## src/rtl/uart_tx_scheduler.sv

```systemverilog
// Round-robin scheduler sharing one UART transmitter among N byte requesters.
// Holds a per-channel baud divider / stop-bit table and returns ack or timeout error per grant.
module uart_tx_scheduler #(
  parameter int unsigned N        = 4,
  parameter int unsigned DEF_COMP = 434,
  parameter int unsigned TIMEOUT  = 4096,
  localparam int unsigned CW      = $clog2(N)
) (
  input  logic           i_clk,
  input  logic           i_reset,
  input  logic           i_sched_en,
  input  logic [N-1:0]   i_ch_en,
  input  logic [N-1:0]   i_req_vld,
  input  logic [8*N-1:0] i_req_data,
  output logic [N-1:0]   o_req_ack,
  output logic [N-1:0]   o_req_err,
  input  logic           i_cfg_we,
  input  logic [CW-1:0]  i_cfg_ch,
  input  logic [15:0]    i_cfg_comp,
  input  logic [1:0]     i_cfg_stop,
  output logic           o_tx_req,
  output logic [7:0]     o_tx_data,
  output logic [15:0]    o_comp,
  output logic [1:0]     o_stop_sel,
  output logic           o_tr_en,
  input  logic           i_tx_req_ack,
  output logic           o_busy,
  output logic [CW-1:0]  o_gnt_id
);

  typedef enum logic [1:0] {StIdle, StReq, StGap} state_e;

  localparam logic [15:0]   DefComp  = 16'(DEF_COMP);
  localparam logic [15:0]   TimerMax = 16'(TIMEOUT - 1);
  localparam logic [CW-1:0] LastRst  = CW'(N - 1);

  state_e        r_state, w_state_nxt;
  logic [CW-1:0] r_last, w_last_nxt;
  logic [CW-1:0] r_gnt, w_gnt_nxt;
  logic [15:0]   r_timer, w_timer_nxt;
  logic          r_tx_req, w_tx_req_nxt;
  logic [7:0]    r_tx_data, w_tx_data_nxt;
  logic [15:0]   r_comp, w_comp_nxt;
  logic [1:0]    r_stop, w_stop_nxt;
  logic [N-1:0]  r_ack, w_ack_nxt;
  logic [N-1:0]  r_err, w_err_nxt;
  logic          r_tr_en;
  logic [15:0]   r_cfg_comp [N];
  logic [1:0]    r_cfg_stop [N];

  logic [N-1:0]  w_elig;
  logic          w_found;
  logic [CW-1:0] w_sel;

  // Descending scan so the smallest offset from last+1 is the one that sticks.
  function automatic logic [CW:0] rr_pick(input logic [N-1:0] elig, input logic [CW-1:0] last);
    logic [CW:0] pick;
    pick = '0;
    for (int i = int'(N); i >= 1; i--) begin
      logic [CW-1:0] idx;
      idx = CW'((32'(last) + 32'(i)) % N);
      if (elig[idx]) pick = {1'b1, idx};
    end
    return pick;
  endfunction

  assign w_elig = i_req_vld & i_ch_en & {N{i_sched_en}};
  assign {w_found, w_sel} = rr_pick(w_elig, r_last);

  always_comb begin
    w_state_nxt   = r_state;
    w_last_nxt    = r_last;
    w_gnt_nxt     = r_gnt;
    w_timer_nxt   = r_timer;
    w_tx_req_nxt  = r_tx_req;
    w_tx_data_nxt = r_tx_data;
    w_comp_nxt    = r_comp;
    w_stop_nxt    = r_stop;
    w_ack_nxt     = '0;
    w_err_nxt     = '0;
    unique case (r_state)
      StIdle: begin
        if (w_found) begin
          w_state_nxt   = StReq;
          w_tx_req_nxt  = 1'b1;
          w_tx_data_nxt = i_req_data[8*w_sel +: 8];
          w_comp_nxt    = r_cfg_comp[w_sel];
          w_stop_nxt    = r_cfg_stop[w_sel];
          w_gnt_nxt     = w_sel;
          w_timer_nxt   = '0;
        end
      end
      StReq: begin
        if (i_tx_req_ack) begin
          w_ack_nxt[r_gnt] = 1'b1;
          w_tx_req_nxt     = 1'b0;
          w_last_nxt       = r_gnt;
          w_timer_nxt      = '0;
          w_state_nxt      = StGap;
        end else if (r_timer == TimerMax) begin
          w_err_nxt[r_gnt] = 1'b1;
          w_tx_req_nxt     = 1'b0;
          w_last_nxt       = r_gnt;
          w_timer_nxt      = '0;
          w_state_nxt      = StGap;
        end else begin
          w_timer_nxt = r_timer + 16'd1;
        end
      end
      StGap:   w_state_nxt = StIdle;
      default: w_state_nxt = StIdle;
    endcase
  end

  always_ff @(posedge i_clk) begin
    if (i_reset) begin
      r_state   <= StIdle;
      r_last    <= LastRst;
      r_gnt     <= '0;
      r_timer   <= '0;
      r_tx_req  <= 1'b0;
      r_tx_data <= '0;
      r_comp    <= DefComp;
      r_stop    <= '0;
      r_ack     <= '0;
      r_err     <= '0;
      r_tr_en   <= 1'b0;
    end else begin
      r_state   <= w_state_nxt;
      r_last    <= w_last_nxt;
      r_gnt     <= w_gnt_nxt;
      r_timer   <= w_timer_nxt;
      r_tx_req  <= w_tx_req_nxt;
      r_tx_data <= w_tx_data_nxt;
      r_comp    <= w_comp_nxt;
      r_stop    <= w_stop_nxt;
      r_ack     <= w_ack_nxt;
      r_err     <= w_err_nxt;
      r_tr_en   <= i_sched_en;
    end
  end

  // Table is read at grant time, so a same-edge write lands only for the next grant.
  always_ff @(posedge i_clk) begin
    if (i_reset) begin
      for (int i = 0; i < int'(N); i++) begin
        r_cfg_comp[i] <= DefComp;
        r_cfg_stop[i] <= '0;
      end
    end else if (i_cfg_we && (32'(i_cfg_ch) < N)) begin
      r_cfg_comp[i_cfg_ch] <= i_cfg_comp;
      r_cfg_stop[i_cfg_ch] <= i_cfg_stop;
    end
  end

  assign o_req_ack  = r_ack;
  assign o_req_err  = r_err;
  assign o_tx_req   = r_tx_req;
  assign o_tx_data  = r_tx_data;
  assign o_comp     = r_comp;
  assign o_stop_sel = r_stop;
  assign o_tr_en    = r_tr_en;
  assign o_busy     = (r_state != StIdle);
  assign o_gnt_id   = r_gnt;

endmodule

```

## config.mk

```make
export PLATFORM = sky130hd
export DESIGN_NAME = uart_tx_scheduler
export DESIGN_NICKNAME = d
export VERILOG_FILES = /design/src/rtl/uart_tx_scheduler.sv
export SDC_FILE = /design/constraint.sdc
export NUM_CORES = 1
export LEC_CHECK = 0
export ABC_AREA = 1
export BUFFER_PORTS_ARGS = -buffer_cell sky130_fd_sc_hd__buf_2
export CORE_MARGIN = 2
export CORE_UTILIZATION = 61
export CTS_BUF_LIST = sky130_fd_sc_hd__clkbuf_16
export CTS_CLUSTER_SIZE = 8
export DETAILED_ROUTE_END_ITERATION = 10
export PLACE_DENSITY = 0.9
export SLEW_MARGIN = 20
export SYNTH_ARGS = -nofsm -noshare
export SYNTH_HDL_FRONTEND = slang
export SYNTH_SLANG_ARGS = --single-unit
export TNS_END_PERCENT = 1
```

## constraint.sdc

```tcl
create_clock -name i_clk -period 5.2 [get_ports i_clk]
set_clock_uncertainty 0.2 [all_clocks]
set_input_delay 0.26 -clock i_clk [delete_from_list [all_inputs] [get_ports i_clk]]
set_output_delay 0.26 -clock i_clk [all_outputs]
set_load 0.05 [all_outputs]
```

==> summary.json, run 1 <==
{
  "run_status": {"value": "completed"},
  "yosys_most_used_dff": {"value": "sky130_fd_sc_hd__edfxtp_1"},
  "synth_nets": {"value": 900},
  "max_freq": {"value": 298, "unit": "MHz"},
  "gp_weighted_congestion": {"value": 0.859},
  "cts_max_path_buffers": {"value": 2},
  "max_slew.worst_pin.slew": {"value": 1.05, "unit": "ns"},
  "critPathCaptureType": {"value": "flip-flop"},
  "dp_hpwl": {"value": 9.63, "unit": "mm"},
  "layout_cell_share_with_drive_strength_beyond_1": {"value": 16.4, "unit": "%"},
  "routed_wirelength": {"value": 16.2, "unit": "mm"},
  "yosys.cell_count.top_type": {"value": "sky130_fd_sc_hd__inv_1"},
  "synth_common_cells": {"value": "sky130_fd_sc_hd__inv_1, sky130_fd_sc_hd__nand2_1, sky130_fd_sc_hd__nand3_1, sky130_fd_sc_hd__nor2_1, sky130_fd_sc_hd__edfxtp_1"},
  "ctsRootBufferMaster": {"value": "sky130_fd_sc_hd__clkbuf_16"},
  "antennaDiodeCount": {"value": 0},
  "die_h": {"value": 107, "unit": "µm"},
  "yosys.cell_types.count": {"value": 38},
  "final_core_utilization": {"value": 75.5, "unit": "%"},
  "postSynthAreaPerCell": {"value": 7.72, "unit": "µm²"},
  "maxCapViolCount": {"value": 0},
  "grt-ovfl-total": {"value": 0},
  "async_flop_share": {"value": 0, "unit": "%"},
  "synth_seq_cells": {"value": 130},
  "top_level_ports": {"value": 104},
  "synth.top_cell.area_share": {"value": 33.6, "unit": "%"},
  "crit_required": {"value": 5.33, "unit": "ns"},
  "drv_slew": {"value": 0},
  "netlist_instances": {"value": 834},
  "finalSetupTns": {"value": 0, "unit": "ns"},
  "ys_seq_area_share": {"value": 51.6, "unit": "%"},
  "h_tree_levels": {"value": 4},
  "avgRoutedWirePerCell": {"value": 14.8, "unit": "µm"},
  "via_count_of_the_first_global_routing_pass": {"value": 5553},
  "hold_violation_total_from_the_final_report": {"value": 0},
  "timing.critical_path.slowest_stage_cell": {"value": "sky130_fd_sc_hd__nand2_4"},
  "worst_ir_drop_vdd": {"value": 0.336, "unit": "mV"},
  "cts_tree": {"value": "done"},
  "number_of_search_and_repair_iterations_in_the_first_detailed_routing_pass": {"value": 6},
  "min_tclk_post_route": {"value": 3.36, "unit": "ns"},
  "synthDominantAreaCellType": {"value": "sky130_fd_sc_hd__edfxtp_1"},
  "cts_num_sinks": {"value": 130},
  "period_share": {"value": 64.6, "unit": "%"},
  "critical_path.max_fanout": {"value": 53},
  "initial_core_util": {"value": 62.6, "unit": "%"},
  "cts.clk_slew.worst_paths": {"value": 0.06, "unit": "ns"},
  "instances_no_fill": {"value": 1092},
  "cts_inserted_buffers": {"value": 17},
  "unrepaired_setup_endpoints_after_global_routing": {"value": "no"},
  "detail_route.vias_per_cell": {"value": 5.38},
  "die_width": {"value": 107, "unit": "µm"},
  "hold_path_class": {"value": "in -> reg"},
  "crit_chain": {"value": "inv_2, nand2_1, nand3_1, nand2_1, nand2_1, nand2_1, nand2_2, nand2_4, nand2_1, nand3_1, nand3_1, nand2_1, inv_1"},
  "path_class": {"value": "reg -> reg"},
  "dr.first_iter.drc_count": {"value": 576},
  "num_vias": {"value": 5876},
  "synth-warning-count": {"value": 0},
  "fp.dieArea": {"value": 0.0114, "unit": "mm²"},
  "antenna_left": {"value": 0},
  "numPlacedInstances": {"value": 1042},
  "placementRows": {"value": 37},
  "grt_start_max_net_pins": {"value": 54},
  "critical_path.startpoint_type": {"value": "flip-flop"},
  "worstSkewPairLatency": {"value": 0.43, "unit": "ns"},
  "cp.arrival": {"value": 3.49, "unit": "ns"},
  "fin_total_pwr": {"value": 3940, "unit": "µW"},
  "core-area": {"value": 0.0103, "unit": "mm²"},
  "power.static_leakage": {"value": 0.00384, "unit": "µW"},
  "synth_enable_flop_cells": {"value": 72},
  "num-nets-final": {"value": 1009},
  "drc_errors": {"value": 0},
  "groute.usage.overall": {"value": 29.5, "unit": "%"},
  "netlist_top_cells_area": {"value": "sky130_fd_sc_hd__edfxtp_1, sky130_fd_sc_hd__dfxtp_1, sky130_fd_sc_hd__nand3_1, sky130_fd_sc_hd__inv_1, sky130_fd_sc_hd__nand2_1"},
  "report.final.setup_viol": {"value": 0},
  "combined_area_of_all_synthesized_cells": {"value": 0.00643, "unit": "mm²"},
  "antenna_found_initial": {"value": 0},
  "cellPowerDensity": {"value": 508, "unit": "mW/mm²"},
  "slew_headroom": {"value": 29.7, "unit": "%"},
  "placement.io_buffers": {"value": 103},
  "cpPeakStageDelay": {"value": 0.77, "unit": "ns"},
  "worst_path_most_repeated_cell": {"value": "sky130_fd_sc_hd__nand2_1"},
  "global_route_wire_length_before_repair": {"value": 26.0, "unit": "mm"},
  "flow.area_growth_from_synthesis": {"value": 20.6, "unit": "%"}
}
==> per-layer routing <==
layer  share of wire [%]  GRT usage [%]
met1                  39           36.2
met2                  49           49.0
met3                 9.0           7.78
met4                 3.0           13.3
met5                   0              0
==> timing repair <==
action,in CTS,in global routing
resized for setup,0,0
hold buffers,18,0
hold endpoints to repair,49,0
buffers inserted,0,0
==> worst max-delay path: cells and delay by family (launching register included) <==
family / cells / cell delay [ns]
and+or+nand+nor: 11 / 2.32
DFF: 1 / 0.58
buffers and inverters: 2 / 0.15
==> per-stage QoR <==
step	cell area (µm²)	hold WS [ns]	setup WS [ns]
floorplan	6430	0.167	2.82
global placement	6970	0.261	1.99
detailed placement	6970	0.248	1.87
CTS	7760	0.00989	1.87
global route	7760	0.0400	1.50
finish	7760	0.0172	1.84
==> sequential cells by signal, summed over array words and instances, names as in the netlist <==
signal      flops
r_timer        16
o_req_err       4
o_stop_sel      2
o_gnt_id        2
o_tr_en         1
r_cfg_comp     64
o_req_ack       4
o_tx_data       8
o_tx_req        1
r_state         2
o_comp         16
r_cfg_stop      8
r_last          2
==> power breakdown <==
part | switching, µW | leakage (µW) | internal, µW
Combinational | 1050 | 0.00238 | 365
Clock | 472 | 0.000290 | 757
Sequential | 75.5 | 0.00118 | 1220
==> cell usage in the layout, fill, tap and decap left out, types with 2 or more instances in the layout <==
| master | count |
|---|---|
| sky130_fd_sc_hd__inv_1 | 158 |
| sky130_fd_sc_hd__nand2_1 | 154 |
| sky130_fd_sc_hd__nand3_1 | 138 |
| sky130_fd_sc_hd__nor2_1 | 119 |
| sky130_fd_sc_hd__buf_2 | 103 |
| sky130_fd_sc_hd__edfxtp_1 | 72 |
| sky130_fd_sc_hd__dfxtp_1 | 58 |
| sky130_fd_sc_hd__a21oi_1 | 24 |
| sky130_fd_sc_hd__nor3_1 | 18 |
| sky130_fd_sc_hd__dlygate4sd3_1 | 18 |
| sky130_fd_sc_hd__clkbuf_16 | 17 |
| sky130_fd_sc_hd__nand3b_1 | 11 |
| sky130_fd_sc_hd__inv_2 | 7 |
| sky130_fd_sc_hd__o21ai_0 | 6 |
| sky130_fd_sc_hd__nand4_1 | 5 |
| sky130_fd_sc_hd__clkinv_4 | 5 |
| sky130_fd_sc_hd__xor2_1 | 4 |
| sky130_fd_sc_hd__nor3b_1 | 4 |
| sky130_fd_sc_hd__clkinvlp_4 | 3 |
| sky130_fd_sc_hd__bufinv_16 | 3 |
| sky130_fd_sc_hd__buf_4 | 3 |
| sky130_fd_sc_hd__nor2_2 | 2 |
| sky130_fd_sc_hd__nand2_2 | 2 |
| sky130_fd_sc_hd__o21ai_1 | 2 |
| sky130_fd_sc_hd__clkinv_2 | 2 |
| sky130_fd_sc_hd__inv_6 | 2 |
==> worst paths after layout <==
kind                 start  depth (start not counted)  slack (ns)                to
max              r_last[0]                         13        1.84        o_comp[13]
min          i_cfg_comp[6]                          3        0.02  r_cfg_comp[3][6]
max reg2reg      r_last[0]                         13        1.84        o_comp[13]
min reg2reg      o_comp[5]                          2        0.26         o_comp[5]
==> final cells by class <==
class	count	area, µm²
flip-flops and latches	130	3320
multi-input cells	504	2320
repair buffers	124	718
fillers	730	2520
clock buffers	17	425
inverters	166	623
clock inverters	15	184
well taps	136	170
==> cell families (layout without fill, tap and decap cells) <==
group	count (synthesis)	count (layout)	share of synthesized area, %
DFF	130	130	51.6
xor gates and xnor gates	5	5	0.681
buffers and inverters	200	322	12.4
and+or+nand+nor	461	461	31.9
AOI/OAI and AO/OA	37	37	3.11
adders and majority gates	1	1	0.194
(Power assumes the default switching activity.)
==> run 2, diff against run 1 <==
Settings changed: CORE_UTILIZATION 61 to 57, PLACE_DENSITY 0.9 to 0.85.
Clock period 5.2 ns to 3.35 ns, I/O delays scaled along.
==> run 2 against run 1 <==
Against the previous run: routed wire length is 7.2% higher; clock power is 60% higher; worst setup slack got worse by 1.7 ns; non-clock buffer count up 45; design area increased by 6.4%; flip-flop and latch count did not move; register-to-register slack got worse by 1.7 ns; global-route usage about the same; combinational power up 74%; count of clock-buffer cells in the layout increased by 2; via count grew 4.1%; critical path type is now in -> reg; largest cell class unchanged.
==> summary.json, run 2 (synthesis results as in run 1) <==
{
  "initial_core_util": {"value": 58.8, "unit": "%"},
  "drc_errors": {"value": 0},
  "cpPeakStageDelay": {"value": 0.60, "unit": "ns"},
  "flow.area_growth_from_synthesis": {"value": 28.3, "unit": "%"},
  "hold_path_class": {"value": "in -> reg"},
  "core-area": {"value": 0.0109, "unit": "mm²"},
  "cellPowerDensity": {"value": 780, "unit": "mW/mm²"},
  "max_freq": {"value": 310, "unit": "MHz"},
  "cts_inserted_buffers": {"value": 17},
  "die_width": {"value": 110, "unit": "µm"},
  "maxCapViolCount": {"value": 0},
  "detail_route.vias_per_cell": {"value": 5.36},
  "dp_hpwl": {"value": 9.44, "unit": "mm"},
  "whs": {"value": 0.0345, "unit": "ns"},
  "critical_path.max_fanout": {"value": 34},
  "routed_wirelength": {"value": 17.3, "unit": "mm"},
  "placement.io_buffers": {"value": 103},
  "top_level_ports": {"value": 104},
  "flip_flop_count_of_the_largest_register_all_copies_and_words_added": {"value": 64},
  "cp.arrival": {"value": 3.35, "unit": "ns"},
  "cts_max_path_buffers": {"value": 2},
  "num-nets-final": {"value": 1055},
  "power.static_leakage": {"value": 0.00405, "unit": "µW"},
  "layout.cell_area.non_filler": {"value": 0.00825, "unit": "mm²"},
  "crit_required": {"value": 3.48, "unit": "ns"},
  "cts_tree": {"value": "done"},
  "timing.critical_path.slowest_stage_cell": {"value": "sky130_fd_sc_hd__dlygate4sd3_1"},
  "timing.critical_path.max_delay_family": {"value": "buffers and inverters"},
  "num_vias": {"value": 6119},
  "mostFrequentLayoutCells": {"value": "sky130_fd_sc_hd__inv_1, sky130_fd_sc_hd__nand2_1, sky130_fd_sc_hd__nand3_1"},
  "run_status": {"value": "completed"},
  "worstSkewPairLatency": {"value": 0.43, "unit": "ns"},
  "die_h": {"value": 110, "unit": "µm"},
  "min_tclk_post_route": {"value": 3.22, "unit": "ns"},
  "drv_slew": {"value": 0},
  "via_count_of_the_first_global_routing_pass": {"value": 5842},
  "cp_bufs_invs": {"value": 6},
  "critical_path.startpoint_type": {"value": "input port"},
  "antenna_found_initial": {"value": 0},
  "gp_weighted_congestion": {"value": 0.891},
  "antenna_left": {"value": 0},
  "placementRows": {"value": 38},
  "place_area": {"value": 0.00704, "unit": "mm²"},
  "final_core_utilization": {"value": 75.5, "unit": "%"},
  "path_class": {"value": "in -> reg"},
  "antennaDiodeCount": {"value": 0},
  "final_common_cell": {"value": "sky130_fd_sc_hd__inv_1"},
  "layout_cell_share_with_drive_strength_beyond_1": {"value": 16.6, "unit": "%"},
  "post_cts_buffers": {"value": 0},
  "fp.dieArea": {"value": 0.0122, "unit": "mm²"},
  "fin_total_pwr": {"value": 6440, "unit": "µW"},
  "critPathCaptureType": {"value": "flip-flop"},
  "cts.clk_slew.worst_paths": {"value": 0.06, "unit": "ns"},
  "avgRoutedWirePerCell": {"value": 15.2, "unit": "µm"},
  "worst_path_most_repeated_cell": {"value": "sky130_fd_sc_hd__nand3_1"},
  "slew_headroom": {"value": 61.0, "unit": "%"},
  "global_route_wire_length_before_repair": {"value": 26.9, "unit": "mm"},
  "period_share": {"value": 96.2, "unit": "%"},
  "grt-ovfl-total": {"value": 0},
  "cts_num_sinks": {"value": 130},
  "worst_ir_drop_vdd": {"value": 0.560, "unit": "mV"},
  "hold_violation_total_from_the_final_report": {"value": 0},
  "fillerInstances": {"value": 747},
  "report.final.setup_viol": {"value": 0},
  "number_of_search_and_repair_iterations_in_the_first_detailed_routing_pass": {"value": 8},
  "crit_chain": {"value": "dlygate4sd3_1, buf_2, nand3_1, nand2_1, nand3_1, nand2_1, inv_2, nand2_1, nand2_4, buf_4, nand3_1, nand3_1, dlygate4sd3_1, nand3_1, nand2_1, inv_1"},
  "h_tree_levels": {"value": 4},
  "grt_start_max_net_pins": {"value": 54},
  "dr.first_iter.drc_count": {"value": 650},
  "groute.usage.overall": {"value": 29.5, "unit": "%"},
  "regMostFlops": {"value": "r_cfg_comp"},
  "finalSetupTns": {"value": 0, "unit": "ns"},
  "ctsRootBufferMaster": {"value": "sky130_fd_sc_hd__clkbuf_16"},
  "max_slew.worst_pin.slew": {"value": 0.583, "unit": "ns"}
}
## run 2: cell types whose count changed in the layout (fill, tap and decap cells not counted), sizes merged
cell         change
clkinv           -3
dlygate4sd3     +36
nand2            +1
buf              +9
inv              +1
clkbuf           +2
## run 2: area by class of cell
class | count | area, µm² | share of cell area [%]
tap | 140 | 175 | 2.12
timing repair buffer | 169 | 1150 | 13.9
multi-input combinational | 505 | 2350 | 28.5
clock inverter | 13 | 156 | 1.89
clock buffer | 19 | 475 | 5.76
inverter | 166 | 623 | 7.55
sequential | 130 | 3320 | 40.3
## run 2: worst paths after layout
check                 start      endpoint  slack (ns)  cells past startpoint
max              i_sched_en  o_tx_data[6]        0.13                     16
min          i_req_data[24]  o_tx_data[0]        0.03                      7
max reg2reg       r_last[0]  o_tx_data[6]        0.17                     15
min reg2reg       o_comp[8]     o_comp[8]        0.27                      2
## run 2: power by group
| part | internal, µW | switching, µW | leakage (µW) |
|---|---|---|---|
| combinational | 716 | 1740 | 0.00256 |
| sequential | 1900 | 122 | 0.00118 |
| clock | 1250 | 717 | 0.000308 |
| total | 3870 | 2570 | 0.00405 |
## run 2: metal layers
metal	share of wire, %	track usage (%)	up-vias
li1	-	-	2937
met1	39	35.5	2749
met2	48	48.5	361
met3	9.5	8.23	72
met4	3.1	14.7	0
met5	0	0	-
## run 2: worst min-delay path: stages
cell	delay [ns]
sky130_fd_sc_hd__buf_2	0.08
sky130_fd_sc_hd__inv_1	0.03
sky130_fd_sc_hd__nand3_1	0.08
sky130_fd_sc_hd__nand3_1	0.10
sky130_fd_sc_hd__nand3_1	0.09
sky130_fd_sc_hd__nand2_1	0.05
sky130_fd_sc_hd__inv_1	0.04
## run 2: timing repair
item	CTS	global route
endpoints found under the hold margin	90	0
resized for setup	0	5
setup endpoints to repair	0	8
hold buffers	54	0
## run 2: per-stage QoR
step | instances | setup slack [ns]
after CTS | 1141 | 0.0599
final | 1142 | 0.126
after global placement | 1055 | 0.707
after detailed placement | 1055 | 0.633
after global routing | 1142 | -0.00157
after floorplan | 834 | 1.06
